[config.mk]
export PLATFORM = sky130hd
export DESIGN_NAME = dtw_accel_m00_axis_flat
export DESIGN_NICKNAME = d
export VERILOG_FILES = /design/src/rtl/dtw_accel_m00_axis_if.sv /design/src/rtl/dtw_accel_m00_axis.sv /design/src/flat_wrapper.sv
export SDC_FILE = /design/constraint.sdc
export NUM_CORES = 1
export LEC_CHECK = 0
export BUFFER_PORTS_ARGS = -buffer_cell sky130_fd_sc_hd__buf_2
export CORE_MARGIN = 5
export CORE_UTILIZATION = 50
export DETAILED_ROUTE_END_ITERATION = 10
export GPL_TIMING_DRIVEN = 0
export PLACE_DENSITY = 0.69
export SKIP_CTS_REPAIR_TIMING = 1
export SYNTH_ARGS = -nofsm -noshare
export SYNTH_HDL_FRONTEND = slang
export SYNTH_SLANG_ARGS = --single-unit
[constraint.sdc]
create_clock -name M_AXIS_ACLK -period 4.1 [get_ports M_AXIS_ACLK]
set_input_delay 0 -clock M_AXIS_ACLK [delete_from_list [all_inputs] [get_ports M_AXIS_ACLK]]
set_output_delay 0 -clock M_AXIS_ACLK [all_outputs]
set_load 0.02 [all_outputs]
[src/rtl/dtw_accel_m00_axis_if.sv]
// AXI4-Stream bundle between the DTW result source and its downstream sink.
interface dtw_accel_m00_axis_if #(
  parameter int unsigned DataWidth = 32
) ();
  logic                   tvalid;
  logic [DataWidth-1:0]   tdata;
  logic [DataWidth/8-1:0] tstrb;
  logic                   tlast;
  logic                   tready;

  modport master (output tvalid, tdata, tstrb, tlast, input tready);
  modport slave  (input tvalid, tdata, tstrb, tlast, output tready);
endinterface

[src/rtl/dtw_accel_m00_axis.sv]
// AXI4-Stream master draining the DTW result FIFO to the host DMA, with TLAST framing
// every PACKET_WORDS beats or on a word tagged last by the DTW core.
module dtw_accel_m00_axis #(
  parameter int unsigned C_M_AXIS_TDATA_WIDTH = 32,
  parameter int unsigned FIFO_DEPTH           = 16,
  parameter int unsigned PACKET_WORDS         = 8,
  parameter int unsigned C_M_START_COUNT      = 32
) (
  input  logic                            M_AXIS_ACLK,
  input  logic                            M_AXIS_ARESET,
  input  logic                            dtw_res_wren,
  input  logic [C_M_AXIS_TDATA_WIDTH-1:0] dtw_res_din,
  input  logic                            dtw_res_last,
  output logic                            dtw_res_full,
  output logic                            dtw_res_overflow,
  output logic [15:0]                     pkt_count,
  dtw_accel_m00_axis_if.master            m_axis
);

  localparam int unsigned W      = C_M_AXIS_TDATA_WIDTH;
  localparam int unsigned PtrW   = $clog2(FIFO_DEPTH);
  localparam int unsigned CntW   = PtrW + 1;
  localparam int unsigned BeatW  = (PACKET_WORDS > 1) ? $clog2(PACKET_WORDS) : 1;
  localparam int unsigned StartW = (C_M_START_COUNT > 1) ? $clog2(C_M_START_COUNT) : 1;

  typedef enum logic [1:0] {StIdle, StInit, StSend} state_e;

  state_e            state_q, state_d;
  logic [StartW-1:0] start_cnt_q, start_cnt_d;
  logic [PtrW-1:0]   wr_ptr_q, wr_ptr_d, rd_ptr_q, rd_ptr_d;
  logic [CntW-1:0]   count_q, count_d;
  logic [BeatW-1:0]  beat_cnt_q, beat_cnt_d;
  logic [15:0]       pkt_count_q, pkt_count_d;
  logic              tvalid_q, tvalid_d, tlast_q, tlast_d;
  logic [W-1:0]      tdata_q, tdata_d;
  logic              overflow_q, overflow_d;

  // Entry layout: {last, data}.
  logic [W:0] mem_q [FIFO_DEPTH];
  logic [W:0] head;
  logic       wr_en, load, hs;

  assign dtw_res_full = (count_q == CntW'(FIFO_DEPTH));
  assign wr_en        = dtw_res_wren && !dtw_res_full;
  assign hs           = tvalid_q && m_axis.tready;
  assign load         = (state_q == StSend) && (count_q != '0) && (!tvalid_q || m_axis.tready);
  assign head         = mem_q[rd_ptr_q];

  always_comb begin
    state_d     = state_q;
    start_cnt_d = start_cnt_q;
    wr_ptr_d    = wr_ptr_q;
    rd_ptr_d    = rd_ptr_q;
    beat_cnt_d  = beat_cnt_q;
    pkt_count_d = pkt_count_q;
    tvalid_d    = tvalid_q;
    tdata_d     = tdata_q;
    tlast_d     = tlast_q;
    overflow_d  = dtw_res_wren && dtw_res_full;

    unique case (state_q)
      StIdle: begin
        state_d     = StInit;
        start_cnt_d = '0;
      end
      StInit: begin
        if (start_cnt_q == StartW'(C_M_START_COUNT - 1)) state_d = StSend;
        else start_cnt_d = start_cnt_q + StartW'(1);
      end
      StSend:  state_d = StSend;
      default: state_d = StIdle;
    endcase

    if (hs) begin
      if (tlast_q) begin
        beat_cnt_d  = '0;
        pkt_count_d = pkt_count_q + 16'd1;
      end else begin
        beat_cnt_d  = beat_cnt_q + BeatW'(1);
      end
    end

    // beat_cnt_d already reflects a concurrent handshake, so it is the new beat's index.
    if (load) begin
      tvalid_d = 1'b1;
      tdata_d  = head[W-1:0];
      tlast_d  = head[W] || (beat_cnt_d == BeatW'(PACKET_WORDS - 1));
      rd_ptr_d = rd_ptr_q + PtrW'(1);
    end else if (hs) begin
      tvalid_d = 1'b0;
    end

    if (wr_en) wr_ptr_d = wr_ptr_q + PtrW'(1);
    count_d = count_q + CntW'(wr_en) - CntW'(load);
  end

  always_ff @(posedge M_AXIS_ACLK) begin
    if (M_AXIS_ARESET) begin
      state_q     <= StIdle;
      start_cnt_q <= '0;
      wr_ptr_q    <= '0;
      rd_ptr_q    <= '0;
      count_q     <= '0;
      beat_cnt_q  <= '0;
      pkt_count_q <= '0;
      tvalid_q    <= 1'b0;
      tdata_q     <= '0;
      tlast_q     <= 1'b0;
      overflow_q  <= 1'b0;
    end else begin
      state_q     <= state_d;
      start_cnt_q <= start_cnt_d;
      wr_ptr_q    <= wr_ptr_d;
      rd_ptr_q    <= rd_ptr_d;
      count_q     <= count_d;
      beat_cnt_q  <= beat_cnt_d;
      pkt_count_q <= pkt_count_d;
      tvalid_q    <= tvalid_d;
      tdata_q     <= tdata_d;
      tlast_q     <= tlast_d;
      overflow_q  <= overflow_d;
    end
  end

  always_ff @(posedge M_AXIS_ACLK) begin
    if (wr_en) mem_q[wr_ptr_q] <= {dtw_res_last, dtw_res_din};
  end

  assign m_axis.tvalid    = tvalid_q;
  assign m_axis.tdata     = tdata_q;
  assign m_axis.tlast     = tlast_q;
  assign m_axis.tstrb     = '1;
  assign dtw_res_overflow = overflow_q;
  assign pkt_count        = pkt_count_q;

endmodule

[src/flat_wrapper.sv]
// flat-port wrapper written by rule: the top's interface ports become plain ports
module dtw_accel_m00_axis_flat 
#(
  parameter int unsigned C_M_AXIS_TDATA_WIDTH = 32,
  parameter int unsigned FIFO_DEPTH           = 16,
  parameter int unsigned PACKET_WORDS         = 8,
  parameter int unsigned C_M_START_COUNT      = 32
)
  (M_AXIS_ACLK, M_AXIS_ARESET, dtw_res_wren, dtw_res_din, dtw_res_last, dtw_res_full, dtw_res_overflow, pkt_count, m_axis_tvalid, m_axis_tdata, m_axis_tstrb, m_axis_tlast, m_axis_tready);
  dtw_accel_m00_axis_if #(.DataWidth((32))) m_axis_i ();
  input  logic M_AXIS_ACLK;
  input  logic M_AXIS_ARESET;
  input  logic dtw_res_wren;
  input  logic [C_M_AXIS_TDATA_WIDTH-1:0] dtw_res_din;
  input  logic dtw_res_last;
  output logic dtw_res_full;
  output logic dtw_res_overflow;
  output logic [15:0] pkt_count;
  output wire logic [$bits(m_axis_i.tvalid)-1:0] m_axis_tvalid;
  output wire logic [$bits(m_axis_i.tdata)-1:0] m_axis_tdata;
  output wire logic [$bits(m_axis_i.tstrb)-1:0] m_axis_tstrb;
  output wire logic [$bits(m_axis_i.tlast)-1:0] m_axis_tlast;
  input wire logic [$bits(m_axis_i.tready)-1:0] m_axis_tready;
  assign m_axis_tvalid = m_axis_i.tvalid;
  assign m_axis_tdata = m_axis_i.tdata;
  assign m_axis_tstrb = m_axis_i.tstrb;
  assign m_axis_tlast = m_axis_i.tlast;
  assign m_axis_i.tready = m_axis_tready;
  dtw_accel_m00_axis #(.C_M_AXIS_TDATA_WIDTH(C_M_AXIS_TDATA_WIDTH), .FIFO_DEPTH(FIFO_DEPTH), .PACKET_WORDS(PACKET_WORDS), .C_M_START_COUNT(C_M_START_COUNT)) u_core (.M_AXIS_ACLK(M_AXIS_ACLK), .M_AXIS_ARESET(M_AXIS_ARESET), .dtw_res_wren(dtw_res_wren), .dtw_res_din(dtw_res_din), .dtw_res_last(dtw_res_last), .dtw_res_full(dtw_res_full), .dtw_res_overflow(dtw_res_overflow), .pkt_count(pkt_count), .m_axis(m_axis_i));
endmodule
==> summary.txt, run 1 <==
Finish
  • Final nets: 1,413
  • Layout area overhead: 17.6%
  • Design Area, Final: 0.0272 mm2
  • Fill cells: about 3,200
  • Final cell count without fillers: around 2,000
  • Proportion of layout cells with a drive suffix above 1: between 20% and 30%

Drt
  • Initial DRC Count: about 1,300
  • Antenna Violating Nets Remaining: 0
  • Vias per Instance: between 5 and 6
  • Vias: 11,713
  • WL/cell: 24.8 um
  • TritonRoute pass-1 iters: 5
  • WL final: approximately 50 mm
  • Drt drc: 0

Place
  • I/O Buffers: between 80 and 90
  • Detailed placement HPWL: ~31 mm
  • Gpl congestion: a little under 0.8
  • Placed cell area: 0.0248 mm2
  • DP Cell Count: about 1,900

Clock network
  • Clock root buffer: clkbuf_16
  • CTS buffer count: just under 60
  • Clk pin slew, worst setup/hold paths: 0.06 ns
  • Max Root-Sink Buffers: 3
  • Clock latency on the worst-skew pair: roughly 0.60 ns
  • CTS tree: yes
  • Clock sinks: around 600
  • H-tree Lvls: 2

Yosys
  • Syn. warnings: 0
  • Asr flop ratio synth: 0%
  • Post-Syn Area: about 0.023 mm2
  • Yosys reg bits: 606
  • Post-synthesis sequential area ratio: around 75%
  • Post-synth EDFFs: around 530
  • Top_reg_cell synth: edfxtp_1
  • Top cell type's share of synthesized area: between 60 and 70%
  • Cells after Synth: 1,144
  • Syn avg cell area: around 20 um2
  • Most common cell in the synthesized netlist: edfxtp_1
  • Top post-synthesis cells by count: 528 x edfxtp_1, 132 x mux4_2, 78 x dfxtp_1, 70 x mux2i_1, 43 x nor2_1
  • Area leader, netlist: edfxtp_1
  • Area contributors post-synth: edfxtp_1 69%, mux4_2 13%, dfxtp_1 6.8%, mux2i_1 3.0%, a21o_1 1.1%
  • Yosys cell types: 45

Floorplan
  • Chip width: 225 um
  • Die area: 0.0506 mm2
  • Initial Utilization: 50.7%
  • Core Rows: around 80
  • Core footprint: 0.0456 mm2
  • I/O pin cnt: 93
  • Die H: approximately 220 um

Pwr
  • Internal: 11.1 mW
  • Switching share of power: 23.7%
  • Leakage: approximately 9.0 nW
  • Peak supply drop: about 390 uV
  • Pwr dens: ~540 mW/mm2
  • Gate power share: ~14%
  • Total design power: 14.6 mW
  • P_sw: between 3 and 4 mW
  • Reg power frac: between 40% and 50%
  • Clock power share: a little under two fifths

Setup path
  • Worst R2R Start: u_core.count_q[2]
  • Worst setup SP type: register
  • Worst Setup End Kind: register
  • CP dominant cell by count: buf_6
  • Crit path cell chain: inv_1, ha_1, nand4bb_1, and2_1, clkbuf_1, nand2_1, nor3_2, buf_6, buf_6
  • Worst Reg-to-Reg Cells: 9
  • CP Max Fanout: 9
  • Crit-path max cell delay: 0.83 ns
  • Reg-to-Reg End: u_core.mem_q[2][12]
  • Slowest cell on crit path: nor3_2
  • Critical Path AT: 3.43 ns
  • Req. time, crit path: approximately 4.4 ns
  • FF-to-FF setup slack: approximately 0.96 ns
  • Setup CP Type: register to register

Timing
  • # setup viols final: 0
  • Crit share post-route: about 77%
  • Worst Tran Pin Value: roughly 1.0 ns
  • Layout Skew: approximately 0.017 ns
  • Max Clk Rate: around 320 MHz
  • Final Hold Viols: 0
  • Final min period: 3.14 ns
  • Max_slew headroom: roughly a third
  • Hold_ws: about 0.27 ns
  • RSZ-0062 raised after global routing: false
  • Setup TNS: 0 ns
  • Fin. max-slew vios: 0

Run status
  • Outcome: complete, no violations

Min path
  • HP Start: dtw_res_wren
  • Hold Path Class: input port to register
  • Hold depth: 3
  • Hold Path Sink: u_core.dtw_res_overflow

Flow run
  • Max-cap violation count: 0

Global route
  • Initial antenna violation count: 2
  • GRT Overall Usage: approximately 20%
  • Grt ovf: 0
  • Largest net degree at the start of global routing: 22
  • First-pass GRT wire length: roughly 75 mm
  • Vias in the first global route: around 12,000
[placed cells by master, fill, tap and decap left out, types with 4 or more instances in the layout]
cell type / count
mux4_2: 132
clkinv_2: 6
nand4_1: 8
buf_6: 13
buf_2: 116
nand3_1: 9
clkbuf_1: 39
or3_1: 8
nor2b_1: 5
xnor2_1: 10
buf_1: 8
nor4_1: 4
ha_1: 18
mux2i_1: 70
buf_12: 9
nand2_1: 17
clkbuf_8: 7
a21o_1: 33
dlygate4sd3_1: 36
bufinv_16: 6
dfxtp_1: 78
a21oi_1: 15
nor2_4: 12
nor2_1: 31
buf_4: 6
clkbuf_16: 61
o21ai_0: 7
nor3_2: 4
o22ai_1: 32
edfxtp_1: 528
xor2_1: 7
inv_1: 20
conb_1: 4
[power groups by stage]
stage / logic [mW] / clock network, mW / registers (mW)
floorplan: 1.27 / 0 / 7.34
global placement: 1.90 / 0 / 7.28
detailed placement: 2.01 / 0 / 7.26
CTS: 2.02 / 5.56 / 7.13
global route: 2.20 / 5.82 / 7.15
finish: 2.02 / 5.46 / 7.13
[worst max path at each step]
stage	start	to	slack, ns	cells after the start
after floorplan	u_core.count_q[2]	u_core.mem_q[0][0]	0.15	7
after global placement	u_core.count_q[2]	u_core.mem_q[1][12]	-2.63	7
after detailed placement	u_core.count_q[2]	u_core.mem_q[2][12]	0.96	9
after CTS	u_core.count_q[2]	u_core.mem_q[2][12]	0.93	9
after global routing	u_core.count_q[2]	u_core.mem_q[2][11]	0.68	9
final	u_core.count_q[2]	u_core.mem_q[2][12]	0.96	9
[sequential cells by signal, summed over array words and instances (netlist names), 2 cells and up, named ones only]
signal / cells
u_core.beat_cnt_q: 3
u_core.count_q: 5
u_core.m_axis.tdata: 32
u_core.mem_q: 528
u_core.pkt_count: 16
u_core.rd_ptr_q: 4
u_core.start_cnt_q: 5
u_core.state_q: 2
u_core.wr_ptr_q: 4
[cell families after synthesis]
logic type / synth area share (%)
adders and majority gates: 1.06
buffers and inverters: 1.52
AOI/OAI and AO/OA: 2.79
muxes: 15.9
xor gates and xnor gates: 0.644
other: 0.0162
and+or+nand+nor: 2.66
DFF: 75.4
[critical path, delay by kind of cell, from the launching register on]
kind                       cells  cell delay (ns)
DFF                            1             0.33
and+or+nand+nor                4             1.50
buffers and inverters          4             0.77
adders and majority gates      1             0.20
[metrics by stage]
| step | util, % | setup slack [ns] |
|---|---|---|
| floorplan | - | 0.148 |
| global placement | 53.3 | -2.63 |
| detailed placement | 54.5 | 0.957 |
| CTS | 58.8 | 0.931 |
| global route | 59.6 | 0.683 |
| finish | 59.6 | 0.960 |
[routing by layer]
layer  share of wire, %  up-vias  GRT usage (%)
li1                   -     5098              -
met4                2.0        0           5.19
met1                 44     6126           29.1
met3                6.4       72           3.78
met5                  0        -              0
met2                 48      417           30.9
[final cells by class]
type / instances / area [um2] / area share (%)
Clock buffer: 89 / 1700 / 6.26
Antenna cell: 2 / 5.00 / 0.0184
Multi-Input combinational cell: 462 / 5470 / 20.1
Tap cell: 600 / 751 / 2.76
Timing Repair Buffer: 150 / 1220 / 4.48
Buffer: 59 / 275 / 1.01
Inverter: 20 / 75.1 / 0.276
Sequential cell: 606 / 17400 / 64.1
Clock inverter: 20 / 267 / 0.981
Note: power is estimated with default switching activity, not from simulation.
==> inputs of run 2 (changes only) <==
Settings changed: PLACE_DENSITY 0.69 to 0.67.
Clock period 4.1 ns to 2.9 ns, I/O delays scaled along.
==> summary.txt, run 2 (synthesis gave the netlist of run 1 again) <==
Timing
  • # setup viols final: 0
  • Fin. max-slew vios: 0
  • Max_slew headroom: 30.4%
  • Slack of the critical path: just under 0.09 ns
  • Max Clk Rate: between 300 and 400 MHz
  • Layout Skew: approximately 0.02 ns
  • Final min period: about 2.8 ns
  • RSZ-0062 raised after global routing: true
  • Crit share post-route: 97.0%
  • Final Hold Viols: 0
  • Worst Tran Pin Value: ~1.0 ns
  • Hold_ws: roughly 0.23 ns

Floorplan
  • Die H: approximately 220 um
  • Die area: just over 0.05 mm2
  • I/O pin cnt: slightly above 90
  • Initial Utilization: between 50% and 60%
  • Core footprint: 0.0456 mm2
  • Core Rows: 78
  • Chip width: 225 um

Global route
  • Grt ovf: 0
  • Vias in the first global route: 11,509
  • Initial antenna violation count: 1
  • Largest net degree at the start of global routing: 21
  • GRT Overall Usage: about 20%
  • First-pass GRT wire length: around 74 mm

Finish
  • Most frequent cells in the layout: 528 x edfxtp_1, 132 x mux4_2, 116 x buf_2, 78 x dfxtp_1, 70 x mux2i_1
  • Register bank with the most flops: u_core.mem_q
  • Max FFs per register: between 500 and 600
  • Final nets: ~1,400
  • Final cell count without fillers: just over 2,000
  • Commonest non-fill, non-tap cell in the layout: edfxtp_1
  • Layout area overhead: 18.3%
  • Proportion of layout cells with a drive suffix above 1: approximately 28%
  • Fill cells: between 3,000 and 4,000

Drt
  • WL/cell: around 25 um
  • Vias per Instance: between 5 and 6
  • Antenna Violating Nets Remaining: 0
  • Drt drc: 0
  • TritonRoute pass-1 iters: 5
  • Initial DRC Count: between 1,000 and 1,500
  • Vias: 11,661
  • WL final: around 51 mm

Setup path
  • Req. time, crit path: around 3.4 ns
  • Critical Path AT: roughly 3.3 ns
  • Slowest cell on crit path: or4b_4
  • Worst setup SP type: register
  • CP Max Fanout: 6
  • Crit path cell chain: inv_1, ha_1, or4b_4, nand3_4, inv_2, ha_1, inv_1, ha_1, inv_1, fa_1, nor2b_2, o21bai_1, a21oi_1, nor3b_1
  • Crit-path max cell delay: approximately 0.52 ns
  • Worst Setup End Kind: register
  • Setup CP Type: register to register

Clock network
  • Clock root buffer: clkbuf_16
  • Clock latency on the worst-skew pair: approximately 0.63 ns
  • Clock sinks: slightly above 600
  • CTS tree: yes
  • Max Root-Sink Buffers: 3
  • Clk pin slew, worst setup/hold paths: 0.06 ns
  • CTS buffer count: just under 60
  • H-tree Lvls: 2

Pwr
  • P_sw: 5.01 mW
  • Peak supply drop: 508 uV
  • Pwr dens: 736 mW/mm2
  • Reg power frac: 50.2%
  • Switching share of power: about a quarter
  • Internal: around 15 mW
  • Gate power share: between 10% and 20%
  • Clock power share: 35.1%
  • Leakage: between 9 and 10 nW

Place
  • Gpl congestion: about 0.75
  • I/O Buffers: 88
  • DP Cell Count: between 1,500 and 2,000
  • Detailed placement HPWL: approximately 31 mm
  • Pre-CTS WS: -0.163 ns

Run status
  • Outcome: complete, no violations

Flow run
  • Max-cap violation count: 0

Min path
  • Hold Path Class: input port to register
run 2: cell count changes in the layout (fill, tap and decap cells not counted), moves of 3 or more:
cell | previous run | this run
clkbuf_1 | 39 | 32
nor3_2 | 4 | 0
clkbuf_8 | 7 | 0
buf_16 | 3 | 10
nor3_4 | 0 | 4
buf_12 | 9 | 19
bufinv_16 | 6 | 1
clkinvlp_4 | 3 | 6
buf_6 | 13 | 0
clkinv_1 | 2 | 14
buf_4 | 6 | 13
run 2: path summary, 6_finish.rpt:
check | to | slack (ns) | start | cells past startpoint
setup reg to reg | u_core.count_q[4] | 0.09 | u_core.count_q[3] | 14
hold / removal | u_core.dtw_res_overflow | 0.23 | dtw_res_wren | 3
hold reg to reg | u_core.m_axis.tdata[15] | 0.44 | u_core.m_axis.tdata[15] | 1
setup / recovery | u_core.count_q[4] | 0.09 | u_core.count_q[3] | 14
run 2: layer usage:
layer	wire, um	GRT usage (%)	vias to the layer above
met3	3250	3.44	53
met2	25100	32.0	401
met4	821	5.01	2
met5	71	1.04	-
li1	-	-	5126
met1	21300	28.2	6079
run 2: area by class of cell:
type | count | area [um2] | share of cell area (%)
multi-input cells | 462 | 5510 | 20.2
flip-flops and latches | 606 | 17400 | 63.7
well taps | 600 | 751 | 2.75
clock inverters | 35 | 235 | 0.860
repair buffers | 163 | 1550 | 5.66
plain buffers | 59 | 275 | 1.01
diodes | 1 | 2.50 | 0.00915
inverters | 20 | 75.1 | 0.275
clock buffers | 73 | 1530 | 5.59
run 2: power groups by stage:
stage	Combinational [mW]	Clock, mW	Sequential, mW
2_1_floorplan	1.80	0	10.4
3_3_place_gp	2.71	0	10.3
6_report	2.97	7.05	10.1
5_1_grt	3.24	7.58	10.1
3_5_place_dp	2.91	0	10.3
4_1_cts	2.92	7.19	10.1
run 2: per-stage QoR:
stage / area [um2] / TNS (ns) / total power [mW] / utilization [%]
finish: 27300 / 0 / 20.1 / 60.0
global route: 27300 / -0.147 / 20.9 / 60.0
CTS: 26700 / -0.771 / 20.2 / 58.6
detailed placement: 24900 / -0.444 / 13.2 / 54.7
global placement: 24300 / -918.59 / 13.0 / 53.4
floorplan: 23100 / -44.07 / 12.2 / -
run 2: worst max-delay path: cells and delay by family (launching register included):
family / cells / cell delay, ns
AOI/OAI and AO/OA: 2 / 0.23
and+or+nand+nor: 4 / 0.84
DFF: 1 / 0.32
adders and majority gates: 4 / 1.02
buffers and inverters: 4 / 0.27
